<file path="src/rtl/div_ctrl.sv">
// rtl/div_ctrl.sv - iterative radix-2 restoring divide controller for DIV/DIVU in E
// Signed support is built only when DIV_SIGNED_EN is defined; otherwise every request is unsigned.
module div_ctrl #(
  parameter int WIDTH = 32
) (
  input  logic             clk,
  input  logic             resetn,
  input  logic             startE,
  input  logic             signedE,
  input  logic [WIDTH-1:0] srcaE,
  input  logic [WIDTH-1:0] srcbE,
  input  logic             cancel,
  output logic             stall_div,
  output logic             busy,
  output logic             hilo_we,
  output logic [WIDTH-1:0] hi_o,
  output logic [WIDTH-1:0] lo_o
);

  localparam int CW = $clog2(WIDTH);
  localparam logic [CW-1:0] CNT_LAST = CW'(WIDTH - 1);

  typedef enum logic [1:0] {IDLE, BUSY, DONE} state_t;

  state_t           state_q;
  logic [CW-1:0]    cnt_q;
  logic [WIDTH-1:0] rem_q, quo_q, dvs_q, hi_q, lo_q;
  logic [WIDTH-1:0] a_abs, b_abs, rem_fix, quo_fix;
  logic [WIDTH:0]   rem_sh, trial;

`ifdef DIV_SIGNED_EN
  logic a_neg, b_neg, q_neg_q, r_neg_q;
  assign a_neg   = signedE & srcaE[WIDTH-1];
  assign b_neg   = signedE & srcbE[WIDTH-1];
  assign a_abs   = a_neg ? -srcaE : srcaE;
  assign b_abs   = b_neg ? -srcbE : srcbE;
  assign quo_fix = q_neg_q ? -quo_q : quo_q;
  assign rem_fix = r_neg_q ? -rem_q : rem_q;
`else
  logic unused_signed;
  assign unused_signed = signedE;
  assign a_abs   = srcaE;
  assign b_abs   = srcbE;
  assign quo_fix = quo_q;
  assign rem_fix = rem_q;
`endif

  // Remainder stays below the divisor, so WIDTH+1 bits hold the shifted trial without loss.
  assign rem_sh = {rem_q, quo_q[WIDTH-1]};
  assign trial  = rem_sh - {1'b0, dvs_q};

  assign busy      = (state_q != IDLE);
  assign hilo_we   = (state_q == DONE) & ~cancel;
  assign stall_div = (((state_q == IDLE) & startE) | (state_q == BUSY)) & ~cancel;
  assign hi_o      = hi_q;
  assign lo_o      = lo_q;

  always_ff @(posedge clk) begin
    if (!resetn) begin
      state_q <= IDLE;
      cnt_q   <= '0;
      rem_q   <= '0;
      quo_q   <= '0;
      dvs_q   <= '0;
      hi_q    <= '0;
      lo_q    <= '0;
`ifdef DIV_SIGNED_EN
      q_neg_q <= 1'b0;
      r_neg_q <= 1'b0;
`endif
    end else if (cancel) begin
      state_q <= IDLE;
    end else begin
      case (state_q)
        IDLE: begin
          if (startE) begin
            rem_q   <= '0;
            quo_q   <= a_abs;
            dvs_q   <= b_abs;
            cnt_q   <= '0;
`ifdef DIV_SIGNED_EN
            q_neg_q <= a_neg ^ b_neg;
            r_neg_q <= a_neg;
`endif
            state_q <= BUSY;
          end
        end
        BUSY: begin
          rem_q <= trial[WIDTH] ? rem_sh[WIDTH-1:0] : trial[WIDTH-1:0];
          quo_q <= {quo_q[WIDTH-2:0], ~trial[WIDTH]};
          cnt_q <= cnt_q + 1'b1;
          if (cnt_q == CNT_LAST) state_q <= DONE;
        end
        DONE: begin
          hi_q    <= rem_fix;
          lo_q    <= quo_fix;
          state_q <= IDLE;
        end
        default: state_q <= IDLE;
      endcase
    end
  end

endmodule

</file>
<file path="config.mk">
export PLATFORM = sky130hd
export DESIGN_NAME = div_ctrl
export DESIGN_NICKNAME = d
export VERILOG_FILES = /design/src/rtl/div_ctrl.sv
export SDC_FILE = /design/constraint.sdc
export NUM_CORES = 1
export LEC_CHECK = 0
export ABC_AREA = 1
export CORE_MARGIN = 5
export CORE_UTILIZATION = 60
export CTS_CLUSTER_DIAMETER = 40
export CTS_CLUSTER_SIZE = 24
export DETAILED_ROUTE_END_ITERATION = 12
export PLACE_DENSITY_LB_ADDON = 0.15
export SLEW_MARGIN = 20
export SYNTH_ARGS = -nofsm -noshare
export SYNTH_HDL_FRONTEND = slang
export SYNTH_SLANG_ARGS = --single-unit
</file>
<file path="constraint.sdc">
create_clock -name clk -period 3.3 [get_ports clk]
set_input_delay 0.99 -clock clk [delete_from_list [all_inputs] [get_ports clk]]
set_output_delay 0.99 -clock clk [all_outputs]
set_load 0.005 [all_outputs]
</file>
* Word level (Yosys, flattened, before mapping)
Cells that the tools add are included.
Storage, ports and cells: bits of input ports 69, register bits after elaboration 167
Cells by class: bitwise logic cells 7, eq/ne operators 5, add/sub/neg operators 2, muxes and demuxes 10, reduce and logical (&&, ||, !) cells 8
Operator list (number):
- one-hot mux 32 bit (2 select lines) | 2
- two-way mux 32 bit | 3
- subtractor 33 x 32 -> 33 bit | 1
- one-hot mux 5 bit (2 select lines) | 1
- AND reduction 3 bit | 2
- adder 5 x 1 -> 5 bit (second input constant) | 1
- equality test 5 bit (second input constant) | 1
- two-way mux 5 bit | 1
- two-way mux 2 bit | 2
- one-hot mux 2 bit (2 select lines) | 1
- AND reduction 2 bit | 2
- nonzero test 2 bit | 2
- AND 1 bit | 3
- inverter 1 bit | 3
- equality test 2 x 1 -> 1 bit (second input constant) | 1
- equality test 2 bit (second input constant) | 1
- logical NOT 2 bit | 1
- != test 2 x 1 -> 1 bit (second input constant) | 1
- != test 2 bit (second input constant) | 1
- OR reduction 2 bit | 1
- OR 1 bit | 1

* Logic depth before layout (Yosys ltp)
Gate-level depths: netlist (run 1).
depth in word-level cells 4, mapped depth 18, mapped depth without buffers 18

* Worst setup path before layout (run 1)
No wires, ideal clock.
kind input to output, from input port cancel, to output port hilo_we, cell stages on the path 3, setup slack 0.558 ns, arrival time 1.752 ns, cells stage by stage nor3_2 clkbuf_1 buf_2
Between the ends: longest elaborated chain between the ends 2
RTL lines:
- start, declared | line 12 | input logic cancel,
- inverter 1 bit (no source line)
- AND 1 bit | line 53 | assign hilo_we = (state_q == DONE) & ~cancel;
- end, declared | line 15 | output logic hilo_we,
Every way passes these cells.

* Worst setup path after layout (run 1)
Ends and elaborated chain as after synthesis.

==> metrics.txt, run 1 <==
register bit total from synthesis=167; top_reg_cell synth=dfxtp_1; Clock Sinks=167; # rows=46; RSZ-0062 raised after global routing=no; final hold viol count=0; Vias per Instance=5.21; Worst Path Arrival=2.08 ns; Critical Path End Type=output pin; Vias=9129; Worst Path Required=2.31 ns; TritonCTS clock tree=built; VDD IR max=357 uV; first-pass GRT wire length=41.8 mm; syn nets=1518; Synth async-reset ratio=0%; count leader, synth=nand2_1; Synth Warn #=0; routed wire length=25.6 mm; CTS Buf Count=17; drt wl/cell=14.6 um; width of the die=136 um; DRC Markers=0; worst hold start=dvs_q[27]; Multi-input gate area=5170 sq um; critical setup path kind=in2out; Final Max Slew Viols=0; register clock-pin slew on the reported worst setup and hold paths=0.06 ns; fraction of layout cells with a size suffix above 1=10.9%; initial antenna violation count=0; hold path depth=2; EDFF count, synth=0; fmax=326 MHz; Final Cycle Share=93.0%; area grow syn2layout=21.8%; Core Region=15800 sq um; H-tree level count=4; DPL Wire Length=18.6 mm; hold_ws=0.470 ns; routability congestion estimate from global placement=0.966; average size of a mapped cell=6.76 sq um; met3 WL=1.06 mm; vias in the first global route=8720; crit path setup slack, layout=0.231 ns; clock root buffer=clkbuf_16; Crit Reg-Reg Startpoint=quo_fix[31]; startpoint types=primary input; top layer in use=met4; Die H=136 um; DR pass1 iterations=5; Syn Inst Count=1414; Leakage=5.67 nW; max-cap violation count=0; post-route cell area=11600 sq um; Synth top area share=35.0%; Crit Path Max Fanout=4; worst slew pin tran=0.815 ns; Slew HR=45.7%; Power Dens Cells=426 nW/um^2; Longest Clk Path Bufs=2; largest area contributor in the netlist=dfxtp_1; Worst R2R Path Depth=16; synthesized area=9560 sq um; Placed Area=11000 sq um; FF-to-FF setup slack=0.47 ns; DR iter-0 viols=628; Commonest cells post-synth=nand2_1 (403), inv_1 (194), dfxtp_1 (167); largest net degree at the start of global routing=88; Final setup viols=0; WHS Endpoint=dvs_q[27]; sequential area share after synthesis=35.0%; postcts setup bufs=0; Tmin final=3.07 ns; Initial Util=60.6%; NumNets Final=1627; met2 WL=12.3 mm; Finished Core Util=73.9%; global route overflow=0; Crit. Startpoint=cancel; synth unique cells=42; # IOs=136; skew final=0.0123 ns; Detail Route Antenna Nets=0; Fillers=1327; M1 wire length=11.5 mm; die area=18600 sq um; status=finished clean; gr usage total=28.0%; dpl ws=-0.0606 ns; clk_lat worst skew=0.44 ns; # diodes=0; Seq. cell area=3340 sq um; PortBufs=134; largest cells by area after synthesis=dfxtp_1 (35%), nand2_1 (16%), inv_1 (7.6%), nor2_1 (5.0%), o21ai_0 (5.0%); min-delay worst type=reg2reg; reg2reg end=rem_fix[23]
per-layer routing:
| metal | track usage, % | up-vias |
|---|---|---|
| met2 | 47.4 | 238 |
| met4 | 10.3 | 0 |
| met1 | 35.9 | 4154 |
| met3 | 4.63 | 62 |
| met5 | 0 | - |
| li1 | - | 4675 |
worst max-delay path by stage:
stage	depth (start not counted)	slack, ns	endpoint
finish	3	0.23	hilo_we
global route	3	0.21	hilo_we
CTS	3	0.22	hilo_we
detailed placement	5	-0.06	stall_div
global placement	5	-0.04	stall_div
floorplan	3	0.56	hilo_we
critical path: stages:
cell             delay, ns
dlygate4sd2_1         0.32
nor3_4                0.21
clkdlybuf4s50_1       0.55
cell families (layout without fill, tap and decap cells):
kind of cell / after synthesis / in the layout / share of synthesized area (%)
adders and majority gates: 35 / 35 / 4.66
buffers and inverters: 265 / 387 / 11.1
AOI/OAI and AO/OA: 251 / 251 / 15.0
xor gates and xnor gates: 15 / 15 / 1.37
DFF: 167 / 167 / 35.0
and+or+nand+nor: 681 / 681 / 32.9
state kept, by name, indices dropped and copies added (netlist names):
name and count:
quo_fix 32, state_q 2, dvs_q 32, hi_o 32, lo_o 32, rem_fix 32
cnt_q 5
stage by stage:
stage                     total power [mW]  setup TNS, ns  std cells
after detailed placement              2.84        -0.0606       1720
after CTS                             4.97              0       1752
after global routing                  5.16              0       1752
after floorplan                       2.62              0       1414
final                                 4.96              0       1752
after global placement                2.83        -0.0366       1720
layout make-up:
cell class | count | share of cell area (%)
Multi-Input combinational cell | 982 | 44.4
Sequential cell | 167 | 28.7
Timing Repair Buffer | 148 | 12.5
Inverter | 207 | 6.67
Clock buffer | 20 | 3.92
Tap cell | 216 | 2.32
Clock inverter | 12 | 1.50
where the power goes:
part	total (mW)	switching, mW	internal [mW]
clock	2.16	0.901	1.26
sequential	2.09	0.0266	2.07
combinational	0.710	0.458	0.252
total	4.96	1.39	3.58
cell usage in the layout (no fill, tap or decap), types with 2 or more instances in the layout:
cell               n
o21ai_1            8
nor2_4             4
buf_4             13
clkdlybuf4s50_1  131
a21oi_4            2
a21oi_2           27
nor3_4             2
dlygate4sd2_1      2
nor2_1           126
a21oi_1           83
nand3_1           54
clkbuf_16         17
xnor2_1            6
nor2_2             2
nand2_2           21
xor2_1             9
nand2_1          402
ha_1              34
nand2_8            2
nand3b_1           3
nand3_4            2
bufinv_16          3
nor3_1             2
clkbuf_8           2
nand3_2           18
inv_8              3
nand4_1            8
a31oi_1           32
and3_1             2
and2_1             3
o21bai_1           2
inv_6              4
o21ai_0           95
inv_1            194
dfxtp_1          167
inv_2             12
or2_2              2
nand2_4           27
timing repair:
item,in CTS,in global routing
hold buffers,0,0
gates resized for setup,4,0
setup endpoints to repair,2,0
endpoints found under the hold margin,0,0
Power figures use the tool's default switching activity.
==> run 2, diff against run 1 <==
- CORE_UTILIZATION: 60 -> 50
- PLACE_DENSITY: not set -> 0.75
- PLACE_DENSITY_LB_ADDON: 0.15 -> not set
- clock period: 3.3 -> 2.5 ns (I/O delays scaled with it)
==> run 2 against run 1 <==
  * Sequential power rose by 32%
  * Cell area grew 1.7%
  * Largest power group unchanged
  * Largest cell class unchanged
  * Hold slack got worse by 0.0089 ns
  * Critical path depth is 13 higher
==> metrics.txt, run 2 (same netlist as run 1, synthesis figures left out) <==
fraction of layout cells with a size suffix above 1=12.2% (+1.4 points); global route overflow=0 (unchanged); skew final=0.0135 ns (+0.00119 ns); DPL Wire Length=18.8 mm (+1.1%); max incr delay on CP=0.38 ns (-0.17 ns); cell family with most CP delay=simple AND/OR/NAND/NOR gates; Tmin final=2.39 ns; register clock-pin slew on the reported worst setup and hold paths=0.07 ns (about the same); die area=22000 sq um (+18%); vias in the first global route=8592 (-1.5%); Crit path buffers/inverters=3 (+1); non-filler cells, final=1780 (+1.6%); CP dominant cell by count=nand2_4; critical setup path kind=reg2reg; Fillers=1770 (+33%); drt wl/cell=14.7 um (+0.23%); routed wire length=26.1 mm (+1.8%); DR iter-0 viols=556 (-11%); final hold viol count=0 (unchanged); initial antenna violation count=0 (unchanged); Die H=148 um (+8.8%); Core Region=18800 sq um (+19%); CTS Buf Count=17 (unchanged); min-delay worst type=reg2reg; Power Dens Cells=549 nW/um^2 (+29%); startpoint types=flop; # rows=50 (+8.7%); Slew HR=46.3% (+0.61 points); Vias=9055 (-0.81%); commonest non-fill, non-tap cell in the layout=nand2_1; H-tree level count=4 (unchanged); most frequent cells in the layout=nand2_1 (400), inv_1 (192), dfxtp_1 (165); Inst Count DP=1744 (+1.4%); Seq. cell area=3350 sq um (about the same); fmax=418 MHz; critical-path cell list=inv_2 > ha_2 > inv_2 > fa_2 > nand2_2 > nand2_2 > nand3_2 > nand2_4 > nand2_4 > nand2_4 > nand2_4 > nand3_4 > buf_12 > nand3_1 > nand3_2 > a21oi_2; width of the die=148 um (+8.8%); Clock Sinks=167 (unchanged); PortBufs=134 (unchanged); largest net degree at the start of global routing=88 (unchanged); Final setup viols=0 (unchanged); Post-CTS Hold Buffers=0 (unchanged); Worst Path Arrival=2.76 ns (+0.68 ns); area grow syn2layout=23.8%; Initial Util=50.9% (-9.7 points); DR pass1 iterations=5 (unchanged); Leakage=5.75 nW (+1.4%); Final Max Slew Viols=0 (unchanged); Detail Route Antenna Nets=0 (unchanged); Final Cycle Share=95.6%; NumNets Final=1637 (+0.61%); first-pass GRT wire length=42.6 mm (+2.0%); clock root buffer=clkbuf_16; Critical Path End Type=flop; clk_lat worst skew=0.44 ns (about the same); Crit Path Max Fanout=8 (+4); DRC Markers=0 (unchanged); routability congestion estimate from global placement=0.917 (-5.1%); Longest Clk Path Bufs=2 (unchanged); VDD IR max=501 uV (+40%); Worst Path Required=2.87 ns (+0.56 ns); # IOs=136 (unchanged); hold_ws=0.461 ns (-0.00893 ns); max-cap violation count=0 (unchanged); worst slew pin tran=0.806 ns (-0.00915 ns); CP max stage cell=fa_2; status=finished clean; Vias per Instance=5.09 (-2.4%); Multi-input gate area=5230 sq um (+1.1%); gr usage total=23.7% (-4.3 points); # diodes=0 (unchanged); TritonCTS clock tree=built
run 2: changes by cell type in the layout (fill, tap and decap cells not counted), moves of 2 or more:
cell,previous run,this run
nand2_1,402,400
buf_12,1,4
dfxtp_2,0,2
clkinv_8,0,5
inv_2,12,14
nand2_8,2,4
clkbuf_8,2,0
nand2_2,21,23
inv_1,194,192
buf_4,13,16
bufinv_16,3,1
dfxtp_1,167,165
inv_6,4,2
run 2: area by class of cell:
| cell class | instances | area share, % |
|---|---|---|
| multi-input combinational | 984 | 44.2 |
| sequential | 167 | 28.3 |
| timing repair buffer | 156 | 13.2 |
| inverter | 207 | 6.56 |
| clock buffer | 17 | 3.59 |
| tap | 234 | 2.47 |
| clock inverter | 15 | 1.72 |
run 2: timing repair:
action,4_1_cts,5_1_grt
buffers inserted,1,0
gates resized for setup,9,15
pin swaps,2,6
cloned,1,2
endpoints found under the setup margin,51,34
run 2: layer usage:
layer	track usage (%)	share of wire (%)
met1	31.4	45
met2	39.5	47
met3	3.44	5.1
met5	0	0
met4	8.13	2.9
run 2: through the flow:
step	setup TNS (ns)	cell area, sq um	setup WS (ns)	power [mW]	util [%]
after floorplan	0	9560	0.238	3.46	-
after global placement	-21.63	11100	-0.430	3.75	59.2
after detailed placement	-25.44	11100	-0.480	3.75	59.2
after CTS	0	11800	0.0157	6.50	62.7
after global routing	-0.178	11800	-0.0279	6.75	63.1
final	0	11800	0.110	6.50	63.1
run 2: power breakdown:
part,switching (mW),internal (mW)
registers,0.0331,2.73
clock network,1.33,1.46
logic,0.613,0.341
run 2: worst paths after layout:
check	slack, ns	end	cells past startpoint	from
worst max-delay path	0.11	rem_fix[10]	16	quo_fix[31]
worst min-delay path	0.46	dvs_q[8]	2	dvs_q[8]
worst max register to register	0.11	rem_fix[10]	16	quo_fix[31]
worst min register to register	0.46	dvs_q[8]	2	dvs_q[8]
run 2: tightest hold or removal path, stage by stage, from the launching register on:
cell and delay (ns):
dfxtp_1 0.30, inv_1 0.06, a21oi_1 0.06
